===== src/rtl/sdram_req_scheduler.sv =====
// sdram_req_scheduler
//   Fixed-priority scheduler sharing the single SDRAM controller port between
//   four requesters (bit 0 CD_WR, bit 1 CROM, bit 2 SROM, bit 3 M68K; bit 0 is
//   the highest priority). Request edges are latched into pending flags. The
//   winner gets a one-hot GRANT, which steers the address/data mux, and a
//   one-cycle RD or WR start pulse. GRANT is held until the controller reports
//   completion, and then the owner receives a one-cycle DONE strobe.
//
// Ports
//   clk_sys         system clock
//   nRESET          asynchronous active-low reset
//   REQ[NREQ]       request levels; a rising edge is a request
//   REQ_EN[NREQ]    per-requester enable, sampled when the requester wins
//   sdram_ready     controller idle/complete level
//   SDRAM_RD_PULSE  one-cycle read start
//   SDRAM_WR_PULSE  one-cycle write start
//   SDRAM_RD_TYPE   1 = burst read; set with the start pulse, held until release
//   GRANT[NREQ]     one-hot port owner, zero when idle
//   DONE[NREQ]      one-cycle completion strobe to the owner
//   PENDING[NREQ]   latched requests that have not been served yet
//   TIMEOUT_ERR     one-cycle pulse when an access is force-released
//   BUSY            scheduler is not idle
//
// Build option
//   SDRAM_SCHED_STARVE_GUARD_EN : when defined, a requester that has been
//   passed over STARVE_MAX times wins over strict priority.
//
// state     | meaning
// ----------+--------------------------------------------------------------
// S_IDLE    | no owner; pick the next pending requester when the port is ready
// S_WAIT_LO | start pulse issued; waiting for the controller to drop ready
// S_WAIT_HI | controller busy; waiting for ready to return
// S_RELEASE | DONE issued; GRANT drops here so the mux settles for one cycle

module sdram_req_scheduler #(
   parameter int              NREQ       = 4,
   parameter logic [NREQ-1:0] WRITE_MASK = NREQ'(4'b0001),
   parameter logic [NREQ-1:0] BURST_MASK = NREQ'(4'b0010),
   parameter int              TIMEOUT    = 255,
   parameter int              STARVE_MAX = 4
) (
   input  logic            clk_sys,
   input  logic            nRESET,
   input  logic [NREQ-1:0] REQ,
   input  logic [NREQ-1:0] REQ_EN,
   input  logic            sdram_ready,
   output logic            SDRAM_RD_PULSE,
   output logic            SDRAM_WR_PULSE,
   output logic            SDRAM_RD_TYPE,
   output logic [NREQ-1:0] GRANT,
   output logic [NREQ-1:0] DONE,
   output logic [NREQ-1:0] PENDING,
   output logic            TIMEOUT_ERR,
   output logic            BUSY
);

   localparam int TW = $clog2(TIMEOUT + 1);

   typedef enum logic [1:0] {S_IDLE, S_WAIT_LO, S_WAIT_HI, S_RELEASE} state_t;

   state_t          state_q, state_d;
   logic [NREQ-1:0] req_prev;
   logic [NREQ-1:0] req_edge;
   logic [NREQ-1:0] pending_q, pending_d;
   logic [NREQ-1:0] grant_q, grant_d;
   logic [NREQ-1:0] done_q, done_d;
   logic [NREQ-1:0] pend_clr;
   logic [NREQ-1:0] cand;
   logic [NREQ-1:0] sel_oh;
   logic            rd_pulse_q, rd_pulse_d;
   logic            wr_pulse_q, wr_pulse_d;
   logic            rd_type_q, rd_type_d;
   logic            to_err_q, to_err_d;
   logic [TW-1:0]   tmr_q, tmr_d;

   assign req_edge = REQ & ~req_prev;

`ifdef SDRAM_SCHED_STARVE_GUARD_EN
   localparam int AW = $clog2(STARVE_MAX + 1);

   logic [AW-1:0]   age_q [NREQ];
   logic [NREQ-1:0] starve;
   logic            grant_go;

   always_comb begin
      for (int i = 0; i < NREQ; i++) begin
         starve[i] = pending_q[i] && (age_q[i] == AW'(STARVE_MAX));
      end
   end

   assign cand     = (|starve) ? starve : pending_q;
   assign grant_go = (state_q == S_IDLE) && sdram_ready && (|(sel_oh & REQ_EN));

   // Age counts grants handed to someone else while this requester waits.
   always_ff @(posedge clk_sys or negedge nRESET) begin
      if (!nRESET) begin
         for (int i = 0; i < NREQ; i++) age_q[i] <= '0;
      end else begin
         for (int i = 0; i < NREQ; i++) begin
            if (!pending_d[i] || (grant_go && sel_oh[i])) begin
               age_q[i] <= '0;
            end else if (grant_go && pending_q[i] && (age_q[i] != AW'(STARVE_MAX))) begin
               age_q[i] <= age_q[i] + AW'(1);
            end
         end
      end
   end
`else
   assign cand = pending_q;
`endif

   // Lowest-index candidate wins.
   always_comb begin
      sel_oh = '0;
      for (int i = NREQ - 1; i >= 0; i--) begin
         if (cand[i]) begin
            sel_oh    = '0;
            sel_oh[i] = 1'b1;
         end
      end
   end

   // One timer spans both wait states; reaching terminal count forces release.
   always_comb begin
      state_d    = state_q;
      grant_d    = grant_q;
      done_d     = '0;
      rd_pulse_d = 1'b0;
      wr_pulse_d = 1'b0;
      rd_type_d  = rd_type_q;
      to_err_d   = 1'b0;
      tmr_d      = tmr_q;
      pend_clr   = '0;
      case (state_q)
         S_IDLE: begin
            if (sdram_ready && (|pending_q)) begin
               pend_clr = sel_oh;
               // A disabled winner is dropped without an access.
               if (|(sel_oh & REQ_EN)) begin
                  grant_d    = sel_oh;
                  wr_pulse_d = |(sel_oh & WRITE_MASK);
                  rd_pulse_d = ~(|(sel_oh & WRITE_MASK));
                  rd_type_d  = |(sel_oh & BURST_MASK);
                  tmr_d      = TW'(TIMEOUT);
                  state_d    = S_WAIT_LO;
               end
            end
         end
         S_WAIT_LO: begin
            if (tmr_q == TW'(1)) begin
               done_d   = grant_q;
               to_err_d = 1'b1;
               state_d  = S_RELEASE;
            end else begin
               tmr_d = tmr_q - TW'(1);
               if (!sdram_ready) state_d = S_WAIT_HI;
            end
         end
         S_WAIT_HI: begin
            if (sdram_ready) begin
               done_d  = grant_q;
               state_d = S_RELEASE;
            end else if (tmr_q == TW'(1)) begin
               done_d   = grant_q;
               to_err_d = 1'b1;
               state_d  = S_RELEASE;
            end else begin
               tmr_d = tmr_q - TW'(1);
            end
         end
         S_RELEASE: begin
            grant_d   = '0;
            rd_type_d = 1'b0;
            state_d   = S_IDLE;
         end
         default: state_d = S_IDLE;
      endcase
      // A fresh edge on the bit being cleared re-arms it for a second access.
      pending_d = (pending_q & ~pend_clr) | req_edge;
   end

   always_ff @(posedge clk_sys or negedge nRESET) begin
      if (!nRESET) begin
         state_q    <= S_IDLE;
         req_prev   <= '0;
         pending_q  <= '0;
         grant_q    <= '0;
         done_q     <= '0;
         rd_pulse_q <= 1'b0;
         wr_pulse_q <= 1'b0;
         rd_type_q  <= 1'b0;
         to_err_q   <= 1'b0;
         tmr_q      <= '0;
      end else begin
         state_q    <= state_d;
         req_prev   <= REQ;
         pending_q  <= pending_d;
         grant_q    <= grant_d;
         done_q     <= done_d;
         rd_pulse_q <= rd_pulse_d;
         wr_pulse_q <= wr_pulse_d;
         rd_type_q  <= rd_type_d;
         to_err_q   <= to_err_d;
         tmr_q      <= tmr_d;
      end
   end

   assign SDRAM_RD_PULSE = rd_pulse_q;
   assign SDRAM_WR_PULSE = wr_pulse_q;
   assign SDRAM_RD_TYPE  = rd_type_q;
   assign GRANT          = grant_q;
   assign DONE           = done_q;
   assign PENDING        = pending_q;
   assign TIMEOUT_ERR    = to_err_q;
   assign BUSY           = (state_q != S_IDLE);

endmodule


===== config.mk =====
export PLATFORM = sky130hd
export DESIGN_NAME = sdram_req_scheduler
export DESIGN_NICKNAME = d
export VERILOG_FILES = /design/src/rtl/sdram_req_scheduler.sv
export SDC_FILE = /design/constraint.sdc
export NUM_CORES = 1
export LEC_CHECK = 0
export BUFFER_PORTS_ARGS = -buffer_cell sky130_fd_sc_hd__buf_4
export CAP_MARGIN = 25
export CORE_MARGIN = 8
export CORE_UTILIZATION = 35
export CTS_BUF_LIST = sky130_fd_sc_hd__clkbuf_8
export CTS_CLUSTER_DIAMETER = 30
export DETAILED_ROUTE_END_ITERATION = 6
export PLACE_DENSITY = 0.58
export SETUP_SLACK_MARGIN = 0.3
export SYNTH_ARGS = -nofsm -noshare
export SYNTH_HDL_FRONTEND = slang
export SYNTH_SLANG_ARGS = --single-unit

===== constraint.sdc =====
create_clock -name clk_sys -period 2.7 [get_ports clk_sys]
set_input_delay 0.135 -clock clk_sys [delete_from_list [all_inputs] [get_ports clk_sys]]
set_output_delay 0.135 -clock clk_sys [all_outputs]
set_load 0.01 [all_outputs]

; Yosys cells after proc, flatten, opt, wreduce, memory -nomap -nowiden
; Index checks and enable logic that the tools add are counted.
[op_classes]
addsub = 1
eq_ne = 9
muxes = 36
bitwise = 7
n_reduce_logical = 10
[ops]
columns = cell, n
row1 = $mux 4, 10
row2 = $mux 8, 4
row3 = $pmux 8 s3, 1
row4 = $pmux 4 s2, 2
row5 = $and 4x4->4, 3
row6 = $mux 2, 6
row7 = $mux 1, 10
row8 = $eq 8x1->1 const B, 1
row9 = $not 4->4, 2
row10 = $pmux 2 s4, 1
row11 = $reduce_and 4->1, 2
row12 = $reduce_or 4->1, 2
row13 = $sub 8x1->8 const B, 1
row14 = $ne 2x2->1 const B, 3
row15 = $ne 3x3->1 const B, 2
row16 = $eq 2x2->1 const B, 2
row17 = $or 4x4->4, 1
row18 = $pmux 1 s2, 2
row19 = $reduce_bool 2->1, 2
row20 = $reduce_and 3->1, 1
row21 = $reduce_bool 3->1, 1
row22 = $eq 2x1->1 const B, 1
row23 = $logic_not 2->1, 1
row24 = $logic_and 1x1->1, 1
row25 = $not 1->1, 1
[totals]
reg_bits = 30
input_bits = 11
output_inout_bits = 17

; Longest topological paths before layout
[logic_depth]
ltp_word = 9
ltp_mapped = 8
mapped_depth_nobuf = 7

; Worst setup path before layout
; No wires, ideal clock.
[synth_timing]
path_type = register to register
from = register tmr_q[1]
to = register state_q[1]
setup_ns = 0.125
arrival_time_ns = 1.745
setup_slack_ns = 0.831
stages_incl_launch_ff = 8
n_path_buf = 1
cell_sequence = dfrtp_1 > inv_1 > ha_1 > nor3b_1 > and2_1 > buf_2 > o21a_1 > mux2_2
[synth_between]
elab_chain_cells = 3
elab_cells_between_ends = 6
classes_between = eq/ne (3) / mux (2) / reduce/logical (1)
[synth_rtl]
columns = element, line
row1 = from (decl), 74  ; logic [TW-1:0] tmr_q, tmr_d;
row2 = from (signal assigned), 204  ; tmr_q <= tmr_d;
row3 = $eq 8x1->1 *, "150, 163"
row4 = $ne 3x3->1 (no line) or $mux 2 (tied branches), --
row5 = $reduce_and 4->1 (no line) or $pmux 2 s4 (tied branches), --
row6 = to (signal assigned), 195  ; state_q <= state_d;
row7 = to (decl), 61  ; state_t state_q, state_d;
; Mark *: on every way between the ends. The rest lies on a longest branch, timed or not.
; A chain may end at the register's enable or synchronous reset.

; Worst setup path in the final report
; Ends and elaborated chain as after synthesis.

==> results_dict.tcl <==
set metrics [dict create \
    outcome "finished clean" \
    placedInstanceArea_mm2 0.00186 \
    worstSkewPairLatency_ns 0.28 \
    flow.area_growth_from_synthesis_pct 24.6 \
    worst_skew_ns 0.00397 \
    synth.most_common_cell "sky130_fd_sc_hd__dfrtp_1" \
    drt_first_pass_iters 4 \
    final_ant_viol_nets 0 \
    synthFlopType "sky130_fd_sc_hd__dfrtp_1" \
    clock_sink_count 29 \
    power_switching_mw 0.787 \
    ys_warn_count 0 \
    io_pins 28 \
    area_inside_the_core_boundary_mm2 0.00460 \
    cts-buffers-inserted 5 \
    fp.dieH_um 84.2 \
    ys_top_cells_by_area "sky130_fd_sc_hd__dfrtp_1, sky130_fd_sc_hd__ha_1, sky130_fd_sc_hd__inv_1, sky130_fd_sc_hd__a21oi_1, sky130_fd_sc_hd__mux2i_1" \
    stdcell_area_mm2 0.00203 \
    powerDensity_mw_per_mm2 991 \
    power_switching_share 0.391 \
    maxSlewViolCount 0 \
    highest_clock_rate_mhz 466 \
    finalNonFillerCells 259 \
    synth_top_cell_area_share 0.446 \
    post-route-period-util 0.794 \
    tritoncts "yes" \
    cp.arrival_ns 2.32 \
    place.detailed.instances 246 \
    drive_gt1_frac 0.220 \
    crit_type "flip-flop to flip-flop" \
    start_util 0.354 \
    power.clock.fraction 0.233 \
    worst_pin_slew_ns 0.547 \
    mappedNetlistArea_mm2 0.00163 \
    detail_route.wirelength_mm 3.83 \
    grt_first_pass_wirelength_mm 6.76 \
    cts_root_buffer "sky130_fd_sc_hd__clkbuf_8" \
    worst_setup_path_end_kind "flip-flop" \
    crit_path_cell_trace "inv_1 > ha_1 > nor3b_1 > and2_1 > o21a_1 > mux2_2" \
    num_rows 25 \
    fin_nets 221 \
    post_synth_most_frequent_cells "sky130_fd_sc_hd__dfrtp_1, sky130_fd_sc_hd__inv_1, sky130_fd_sc_hd__nand2_1, sky130_fd_sc_hd__nor2_1, sky130_fd_sc_hd__a21oi_1" \
    seqPwrFrac 0.315 \
    maxSlewHeadroom 0.632 \
    route.detailed.vias_per_inst 5.16 \
    final_critical_path_setup_slack_ns 0.556 \
    syn_inst 172 \
    fin_worst_hold_slack_ns 0.192 \
    comb_power_share 0.452 \
    unrepaired_setup_endpoints_after_global_routing "no" \
    synth_seq_cells 29 \
    fp.dieW_um 84.2 \
    synth_edf_count 0 \
    crit_fanout 10 \
    post-place-ws_ns 0.602 \
    n_antenna_cell 0 \
    max_stage_delay_ns 0.40 \
    yosysUniqueCellTypes 49 \
    drv.max_cap_violation_count 0 \
    synth.net_count 189 \
    setup-tns-final_ns 0 \
    synth-async-reset-ratio 1.00 \
    detail_route.iter0.violations 100 \
    worstHoldPathType "input port to flip-flop" \
    path_delay_family "simple AND/OR/NAND/NOR gates" \
    syn_avg_cell_area_um2 9.46 \
    buffers_inverters_on_critical_path 1 \
    place.detailed.hpwl_mm 2.64 \
    grt_antenna_before_repair 0 \
    globalplace.congestion 0.753 \
    average_routed_wire_per_standard_cell_um 14.8 \
    drc 0 \
    p_leak_nw 0.927 \
    critical_path.slowest_cell "sky130_fd_sc_hd__and2_1" \
    worst_setup_path_start_kind "flip-flop" \
    dieArea_mm2 0.00709 \
    ir_worst_vdd_mv 0.329 \
    netlist.top_cell.by_area "sky130_fd_sc_hd__dfrtp_1" \
    finalSetupViolations 0 \
    report.final.hold_viol_count 0 \
    numPortBuffers 27 \
    layout_min_cycle_time_ns 2.14 \
    number_of_global_route_vias_before_repair 1396 \
    cts-htree-levels 2 \
    grt_overflow_total 0 \
    grt.total_usage 0.116 \
    clock_path_buffers 2 \
    intPower_mw 1.22 \
    critPathRequiredTime_ns 2.87 \
    grt_max_degree 30 \
    path_clk_slew_ns 0.07 \
    routed-via-count 1337 \
    synth_sequential_area_ratio 0.446 \
]
## worst paths after layout
kind                              from             end  slack [ns]  cells after the start
setup / recovery              tmr_q[1]      state_q[1]        0.56                      6
hold / removal               REQ_EN[0]  SDRAM_WR_PULSE        0.19                      3
setup reg to reg              tmr_q[1]      state_q[1]        0.56                      6
hold reg to reg            req_prev[2]      PENDING[2]        0.42                      1
max in group asynchronous       nRESET         DONE[1]        2.11                      2
min in group asynchronous       nRESET        tmr_q[2]        0.31                      2
## cells by family (layout without fill, tap and decap cells)
logic type               count (synthesis)  count (layout)  synth area share
flip-flops                              29              29             0.446
multiplexers                             6               6            0.0377
AND/OR/NAND/NOR                         57              57             0.186
adder cells (fa/ha/maj)                  6               6            0.0461
AO/OA/AOI/OAI                           49              49             0.218
buffers and inverters                   25              58            0.0661
## registers in the layout, indices dropped and copies added (netlist names)
| signal | count |
|---|---|
| req_prev | 4 |
| PENDING | 4 |
| state_q | 2 |
| GRANT | 4 |
| SDRAM_RD_PULSE | 1 |
| SDRAM_WR_PULSE | 1 |
| DONE | 4 |
| TIMEOUT_ERR | 1 |
| tmr_q | 8 |
## timing repair
item / CTS / global route
setup buffers: 0 / 0
endpoints found under the hold margin: 33 / 0
hold buffers: 5 / 0
resized for setup: 0 / 0
## tightest hold or removal path, cell delays in order
cell	delay [ns]
sky130_fd_sc_hd__buf_4	0.11
sky130_fd_sc_hd__a21oi_1	0.13
sky130_fd_sc_hd__nor3b_1	0.06
## power by group through the flow
stage          Combinational [mW]  Clock (mW)  Sequential (mW)
2_1_floorplan               0.687           0            0.615
3_3_place_gp                0.908           0            0.637
3_5_place_dp                0.905           0            0.640
4_1_cts                     0.919       0.483            0.633
5_1_grt                      1.03       0.506            0.651
6_report                    0.908       0.468            0.634
## final cells by class
| class | instances | area (µm²) |
|---|---|---|
| clock buffers | 6 | 82.6 |
| clock inverters | 2 | 33.8 |
| fillers | 459 | 2570 |
| inverters | 17 | 63.8 |
| multi-input cells | 118 | 795 |
| flip-flops and latches | 29 | 726 |
| well taps | 54 | 67.6 |
| repair buffers | 33 | 260 |
## per-stage QoR
| stage | power [mW] | util |
|---|---|---|
| 5_1_grt | 2.19 | 0.441 |
| 3_3_place_gp | 1.55 | 0.405 |
| 4_1_cts | 2.03 | 0.441 |
| 6_report | 2.01 | 0.441 |
| 2_1_floorplan | 1.30 | - |
| 3_5_place_dp | 1.55 | 0.405 |
## layer usage
layer | routed length [µm] | share of wire | vias up | GRT usage
met5 | 0 | 0 | - | 0
met4 | 36 | 0.0094 | 0 | 0.0377
met3 | 244 | 0.064 | 5 | 0.0561
met1 | 1810 | 0.47 | 626 | 0.144
met2 | 1740 | 0.45 | 32 | 0.171
li1 | - | - | 674 | -
## layout by cell type, fill, tap and decap left out, drive strengths merged, types with 3 or more instances in the layout
master and n:
dfrtp 29, buf 28, inv 18, nand2 12, nor2 12, a21oi 11, o21ai 11, nand3 6
ha 6, clkbuf 6, mux2i 5, dlygate4sd3 5, nor3b 4, and2 4, nor2b 3, nor3 3
o31a 3
Note: power is estimated with default switching activity, not from simulation.
